[config.mk]
export PLATFORM = sky130hd
export DESIGN_NAME = alu_result_collector
export DESIGN_NICKNAME = d
export VERILOG_FILES = /design/src/rtl/alu_result_collector.sv
export SDC_FILE = /design/constraint.sdc
export NUM_CORES = 1
export LEC_CHECK = 0
export BUFFER_PORTS_ARGS = -buffer_cell sky130_fd_sc_hd__buf_2
export CAP_MARGIN = 20
export CORE_MARGIN = 2
export CORE_UTILIZATION = 63
export DETAILED_ROUTE_END_ITERATION = 10
export HOLD_SLACK_MARGIN = 0.1
export PLACE_DENSITY = 0.84
export SLEW_MARGIN = 10
export SYNTH_ARGS = -nofsm -noshare
export SYNTH_HDL_FRONTEND = slang
export SYNTH_SLANG_ARGS = --single-unit
[constraint.sdc]
create_clock -name clk -period 3.8 [get_ports clk]
set_input_delay 0.19 -clock clk [delete_from_list [all_inputs] [get_ports clk]]
set_output_delay 0.19 -clock clk [all_outputs]
set_load 0.1 [all_outputs]
[src/rtl/alu_result_collector.sv]
`default_nettype none
// ============================================================================
// Module      : alu_result_collector
// Description : Captures ALU results into a FIFO, each tagged with the irq
//               level, and runs the interrupt-clear handshake.
// Revision    : 1.0 - initial release
// ============================================================================
module alu_result_collector #(
  parameter int DEPTH       = 8,
  parameter int RES_LAT     = 1,
  parameter int CLR_TIMEOUT = 4
) (
  input  logic                     clk,
  input  logic                     rst,
  input  logic                     alu_enable,
  input  logic [7:0]               alu_out,
  input  logic                     alu_irq,
  output logic                     alu_irq_clr,
  output logic                     rd_valid,
  input  logic                     rd_ready,
  output logic [7:0]               rd_data,
  output logic                     rd_irq_tag,
  output logic [$clog2(DEPTH):0]   level,
  output logic                     overflow,
  output logic [7:0]               drop_count,
  output logic [7:0]               irq_count,
  output logic                     irq_stuck,
  input  logic                     clear_flags
);

  localparam int c_AW = $clog2(DEPTH);
  localparam int c_LW = c_AW + 1;
  localparam int c_TW = $clog2(CLR_TIMEOUT + 1);

  typedef enum logic [1:0] {
    IDLE = 2'd0,
    CLR  = 2'd1,
    WAIT = 2'd2
  } irq_state_t;

  logic [RES_LAT-1:0] r_en_dly;
  logic [8:0]         r_mem [DEPTH];
  logic [c_AW-1:0]    r_wr_ptr;
  logic [c_AW-1:0]    r_rd_ptr;
  logic [c_LW-1:0]    r_count;
  logic               r_overflow;
  logic [7:0]         r_drop_count;
  logic [7:0]         r_irq_count;
  logic               r_irq_stuck;
  logic               r_irq_prev;
  irq_state_t         r_state;
  irq_state_t         w_state_nxt;
  logic [c_TW-1:0]    r_timer;
  logic [c_TW-1:0]    w_timer_nxt;
  logic               w_push, w_pop, w_full, w_wr, w_drop;
  logic               w_clr, w_edge_cnt, w_stuck_set;

  always_ff @(posedge clk) begin
    if (rst) begin
      r_en_dly <= '0;
    end else begin
      r_en_dly[0] <= alu_enable;
      for (int i = 1; i < RES_LAT; i++) r_en_dly[i] <= r_en_dly[i-1];
    end
  end

  assign w_push = r_en_dly[RES_LAT-1];
  assign w_full = (r_count == c_LW'(DEPTH));
  assign w_pop  = rd_valid & rd_ready;
  // A simultaneous pop frees the slot, so a full FIFO still accepts the push.
  assign w_wr   = w_push & (~w_full | w_pop);
  assign w_drop = w_push & w_full & ~w_pop;

  always_ff @(posedge clk) begin
    if (w_wr) r_mem[r_wr_ptr] <= {alu_irq, alu_out};
  end

  always_ff @(posedge clk) begin
    if (rst) begin
      r_wr_ptr <= '0;
      r_rd_ptr <= '0;
      r_count  <= '0;
    end else begin
      if (w_wr)  r_wr_ptr <= r_wr_ptr + c_AW'(1);
      if (w_pop) r_rd_ptr <= r_rd_ptr + c_AW'(1);
      case ({w_wr, w_pop})
        2'b10:   r_count <= r_count + c_LW'(1);
        2'b01:   r_count <= r_count - c_LW'(1);
        default: r_count <= r_count;
      endcase
    end
  end

  assign rd_valid                = (r_count != '0);
  assign {rd_irq_tag, rd_data}   = rd_valid ? r_mem[r_rd_ptr] : 9'd0;
  assign level                   = r_count;

  always_ff @(posedge clk) begin
    if (rst) begin
      r_state    <= IDLE;
      r_timer    <= '0;
      r_irq_prev <= 1'b0;
    end else begin
      r_state    <= w_state_nxt;
      r_timer    <= w_timer_nxt;
      r_irq_prev <= alu_irq;
    end
  end

  always_comb begin
    w_state_nxt = r_state;
    w_timer_nxt = r_timer;
    w_clr       = 1'b0;
    w_edge_cnt  = 1'b0;
    w_stuck_set = 1'b0;
    case (r_state)
      IDLE: begin
        if (alu_irq && !r_irq_prev) begin
          w_edge_cnt  = 1'b1;
          w_state_nxt = CLR;
        end
      end
      CLR: begin
        w_clr       = 1'b1;
        w_state_nxt = WAIT;
        w_timer_nxt = c_TW'(CLR_TIMEOUT);
      end
      WAIT: begin
        if (!alu_irq) begin
          w_state_nxt = IDLE;
        end else if (r_timer <= c_TW'(1)) begin
          w_stuck_set = 1'b1;
          w_state_nxt = IDLE;
        end else begin
          w_timer_nxt = r_timer - c_TW'(1);
        end
      end
      default: w_state_nxt = IDLE;
    endcase
  end

  assign alu_irq_clr = w_clr;

  // clear_flags takes priority, so a coinciding drop or edge is lost.
  always_ff @(posedge clk) begin
    if (rst || clear_flags) begin
      r_overflow   <= 1'b0;
      r_drop_count <= '0;
      r_irq_count  <= '0;
      r_irq_stuck  <= 1'b0;
    end else begin
      if (w_drop) begin
        r_overflow <= 1'b1;
        if (r_drop_count != 8'hFF) r_drop_count <= r_drop_count + 8'd1;
      end
      if (w_edge_cnt && r_irq_count != 8'hFF) r_irq_count <= r_irq_count + 8'd1;
      if (w_stuck_set) r_irq_stuck <= 1'b1;
    end
  end

  assign overflow   = r_overflow;
  assign drop_count = r_drop_count;
  assign irq_count  = r_irq_count;
  assign irq_stuck  = r_irq_stuck;

endmodule
`default_nettype wire

# ---- Word-level counts from Yosys, hierarchy flattened
# Memories as Yosys holds them, arrays and structs flattened. A register that Yosys moved wholly into a read port is not among the register bits.
# Cells that the tools add are included.
# Widths: inputs -> output; s select.
dict set report word_totals {
  register_bits 35
  ramBits 72
  elab_cells 68
  n_memories 1
}
dict set report classes {
  n_addsub 7
  order_cmp 1
  n_eq_ne 11
  mux 19
  bitwise_logic 7
  n_reduce_logical 11
}
# name depth width read_ports rd_clocked_by_memory_dff wr line
set memory_table {}
lappend memory_table {r_mem 8 9 1 1 1 42} ;# logic [8:0] r_mem [DEPTH];
# op count
set op_table {}
lappend op_table {{$add 8x1->8 const B} 2}
lappend op_table {{$ne 8x8->1 const B} 2}
lappend op_table {{$mux 3} 4}
lappend op_table {{$mux 9} 1}
lappend op_table {{$mux 1} 8}
lappend op_table {{$pmux 4 s2} 1}
lappend op_table {{$add 3x1->3 const B} 2}
lappend op_table {{$mux 2} 3}
lappend op_table {{$ne 2x2->1 const B} 3}
lappend op_table {{$pmux 2 s3} 1}
lappend op_table {{$pmux 3 s2} 1}
lappend op_table {{$add 4x1->4 const B} 1}
lappend op_table {{$and 1x1->1} 4}
lappend op_table {{$eq 2x1->1 const B} 2}
lappend op_table {{$eq 2x2->1 const B} 2}
lappend op_table {{$eq 4x4->1 const B} 1}
lappend op_table {{$reduce_and 2->1} 2}
lappend op_table {{$reduce_bool 2->1} 2}
lappend op_table {{$reduce_bool 4->1} 1}
lappend op_table {{$sub 4x1->4 const B} 1}
lappend op_table {{$le 3x1->1 const B} 1}
lappend op_table {{$ne 3x3->1 const B} 1}
lappend op_table {{$reduce_and 3->1} 1}
lappend op_table {{$sub 3x1->3 const B} 1}
lappend op_table {{other kinds (6)} 8}

# ---- Depth between registers and ports, before layout
dict set report logic_depth {
  depth_word 6
  mapped_depth 9
}

# ---- Worst setup path after synthesis
# OpenSTA, ideal clock, no wires.
dict set report synth_path {
  path_kind {reg2reg}
  from {register r_count[1], in the netlist level[1]}
  to {register r_count[2], in the netlist level[2]}
  arrival_time_ps 3137
  t_required_ps 3679
  setup_slack_ps 542
  path_stages_with_launch 10
  n_path_buf 1
  synth_period_minus_slack_ps 3258
  cell_sequence {dfxtp_1 buf_2 nor4_1 inv_1 nand2_1 o21ai_0 ha_1 nor4_1 a31oi_1 mux2_2}
}
dict set report synth_between {
  elab_chain_len 6
}
# element line
set synth_lines {}
lappend synth_lines {{from (decl)} 45} ;# logic [c_LW-1:0] r_count;
lappend synth_lines {{from (signal assigned)} 87} ;# 2'b10: r_count <= r_count + c_LW'(1);
lappend synth_lines {{from (signal assigned)} 88} ;# 2'b01: r_count <= r_count - c_LW'(1);
lappend synth_lines {{from (signal assigned)} 89} ;# default: r_count <= r_count;
lappend synth_lines {{$reduce_bool 4->1 *} 94} ;# assign rd_valid = (r_count != '0);
lappend synth_lines {{net rd_valid} 19} ;# output logic rd_valid,
lappend synth_lines {{$and 1x1->1 *} 69} ;# assign w_pop = rd_valid & rd_ready;
lappend synth_lines {{$or 1x1->1} 71} ;# assign w_wr = w_push & (~w_full | w_pop);
lappend synth_lines {{$and 1x1->1} 71}
lappend synth_lines {{$eq 2x1->1 / $eq 2x2->1 (equally long branches)} 86} ;# case ({w_wr, w_pop})
lappend synth_lines {{$pmux 4 s2 / $reduce_bool 2->1 (equally long branches)} n/a}
# The timed path passes the listed nets; every way through them passes the cells marked *.
# A chain may end at the register's enable or synchronous reset.

==> out/metrics.csv <==
stage,metric,value,unit
die,die height,89.55,microns
layout,antenna cell count,0,
yosys,asr flop ratio synth,0,
die,Core ar.,7176,sq um
routing,wire length per cell,17.24,microns
layout,area of the multi-input gates,1590,sq um
global_route,GRT Util Overall,0.2255,
yosys,post-synthesis sequential area ratio,0.6339,
yosys,Mapped Area,4611,sq um
clock_network,htree depth,3,
die,Die Wd,89.55,microns
critical_path,CP endpoint kind,output port,
layout,final std cells w/o fill,493,
clock_network,clock-pin slew on the worst setup and hold paths,0.10,ns
layout,"commonest non-fill, non-tap cells in the layout","72 x edfxtp_1, 46 x buf_2, 38 x dfxtp_1",
power,PD cells,480.5,nW/um^2
die,# rows,31,
routing,Vias/cell,5.866,
sta,Final Hold Fails,0,
sta,Slew Limit Headroom,0.3751,
clock_network,clock buffer depth,2,
sta,Max Slew Vio Count,0,
power,leakage power,1.813,nW
sta,RSZ-0062 raised after global routing,false,
routing,Remaining DRCs,0,
die,io pins,47,
sta,worst hold slack,0.1082,ns
critical_path,r2r setup slk,1.47,ns
clock_network,cts bufs inserted,9,
critical_path,CP Class,reg -> out,
flow_run,Max-Cap Viols,0,
routing,drt pass-1 iters,4,
sta,Tcrit/Tclk final,0.6562,
place,DP Cell Count,468,
yosys,synth unique cells,47,
sta,Setup Skew,0.01869,ns
place,hpwl dp,5622,microns
sta,fmax,401.0,MHz
yosys,"Net Count, Synth",356,
layout,area grow syn2layout,12.92,%
clock_network,CTS tree,done,
critical_path,Critical Path Fanout Max,18,
critical_path,WP data required,3.61,ns
layout,finished layout cell area,5206,sq um
clock_network,cts repair resizes,0,
global_route,vias in the first global route,2772,
critical_path,CP startpoint kind,flip-flop,
sta,Final WS setup,1.306,ns
die,DIE AREA,8019,sq um
layout,layout cells sized above 1,0.2386,
global_route,initial antenna violation count,0,
yosys,Post-synth EDFFs,72,
sta,Tmin final,2.494,ns
yosys,synthesized instance count,335,
clock_network,Clock Sinks,110,
routing,final WL,8498,microns
clock_network,Root Driver,clkbuf_8,
yosys,most common flop cell mapped by yosys,edfxtp_1,
routing,Via Count,2892,
routing,initial DRC count,113,
yosys,warnings from Yosys,0,
yosys,synthesized area per cell,13.76,sq um
layout,FILL cells,479,
yosys,synthesized flop and latch total,110,
global_route,first-pass GRT wire length,13260,microns
clock_network,clk_lat worst skew,0.38,ns
layout,"most common cell after layout, fill and taps aside",edfxtp_1,
routing,Detail Route Antenna Nets,0,
sta,TNS Setup,0,ns
global_route,largest net degree at the start of global routing,23,
die,Starting Density,0.6425,
run_status,outcome,finished clean,
sta,final setup fails,0,
place,Final GP Congestion,0.7855,
sta,worst slew pin tran,0.9339,ns
critical_path,Critical Path AT,2.30,ns
layout,Register Area,2923,sq um
global_route,total grt overflow,0,
place,Place WS,1.472,ns
place,IO buf count,46,
place,placed cell area,4923,sq um
hold_path,worst hold path class,in -> reg,
power,worst vdd ir,308.4,uV
layout,Final #Nets,410,
[cells in the mapped netlist, drive strengths merged, types with 2 or more instances]
master  count  share of area
o21ai      10          0.012
nand4       3         0.0041
clkbuf      7         0.0060
o31ai       6         0.0098
nand3      11          0.012
dfxtp      38           0.16
inv         7         0.0057
nor4        2         0.0027
a21oi      15          0.016
mux4       18          0.088
nor2       36          0.029
buf         9          0.011
or2         3         0.0041
nor4b       2          0.010
edfxtp     72           0.47
nor3        7         0.0076
and3        2         0.0027
a31oi       4         0.0054
ha          7          0.019
nand2b      4         0.0054
or3         4         0.0054
mux2i      13          0.028
nor2b       7         0.0095
or4         6         0.0098
nand2      15          0.012
and2b       2         0.0033
o211ai      7          0.012
xor2        6          0.011
[logic make-up after synthesis]
group,synth area share
buffers and inverters,0.02252
adder cells (fa/ha/maj),0.01900
XOR/XNOR,0.01330
multiplexers,0.1186
AND/OR/NAND/NOR,0.1224
AO/OA/AOI/OAI,0.07028
flip-flops,0.6339
[per-layer routing]
metal	GRT usage	routed length, microns	share of wire	vias to the layer above
met5	0	0	0	-
met4	0.09091	144	0.017	0
met3	0.04986	319	0.038	12
met2	0.3850	4446	0.52	65
met1	0.2796	3587	0.42	1430
li1	-	-	-	1385
[worst max-delay path, stage by stage (launching register included)]
cell and delay, ns:
dfxtp_1 0.92, mux4_2 0.36, mux2i_1 0.07, nor2_1 0.13, buf_2 0.44
[where the power goes]
part,switching [W],total (W),leakage [nW],internal [W]
sequential,0.0000366,0.00133,0.959,0.00129
clock,0.000426,0.000685,0.100,0.000260
combinational,0.000351,0.000486,0.754,0.000135
total,0.000813,0.00250,1.81,0.00169
[sequential cells by signal (all words and copies together) (netlist names), named ones only]
| signal | cells |
|---|---|
| r_mem | 72 |
| drop_count | 8 |
| irq_count | 8 |
| level | 4 |
| r_rd_ptr | 3 |
| r_timer | 3 |
| r_wr_ptr | 3 |
| r_state | 2 |
| irq_stuck | 1 |
| overflow | 1 |
| r_en_dly | 1 |
| r_irq_prev | 1 |
[through the flow]
stage          total power [W]    util
2_1_floorplan         0.001748       -
3_3_place_gp          0.001827  0.6861
3_5_place_dp          0.001838  0.6861
4_1_cts               0.002514  0.7255
5_1_grt               0.002590  0.7255
6_report              0.002502  0.7255
[cell type report]
class,count,share of cell area
well taps,99,0.02379
clock inverters,7,0.01322
flip-flops and latches,110,0.5614
inverters,7,0.005047
repair buffers,59,0.06729
clock buffers,9,0.02379
multi-input cells,202,0.3055
[worst paths after layout]
kind | end | start | depth (start not counted)
worst min-delay path | r_mem[5][7] | alu_out[7] | 1
worst max register to register | r_mem[2][7] | level[1] | 4
worst min register to register | r_wr_ptr[0] | r_wr_ptr[0] | 2
worst max-delay path | rd_irq_tag | flip-flop | 4
[what timing repair did]
item / CTS / global route
endpoints found under the hold margin: 55 / 0
endpoints found under the setup margin: 0 / 0
hold buffers: 9 / 0
setup buffers: 0 / 0
No activity file was read; power rests on OpenSTA's default activity.
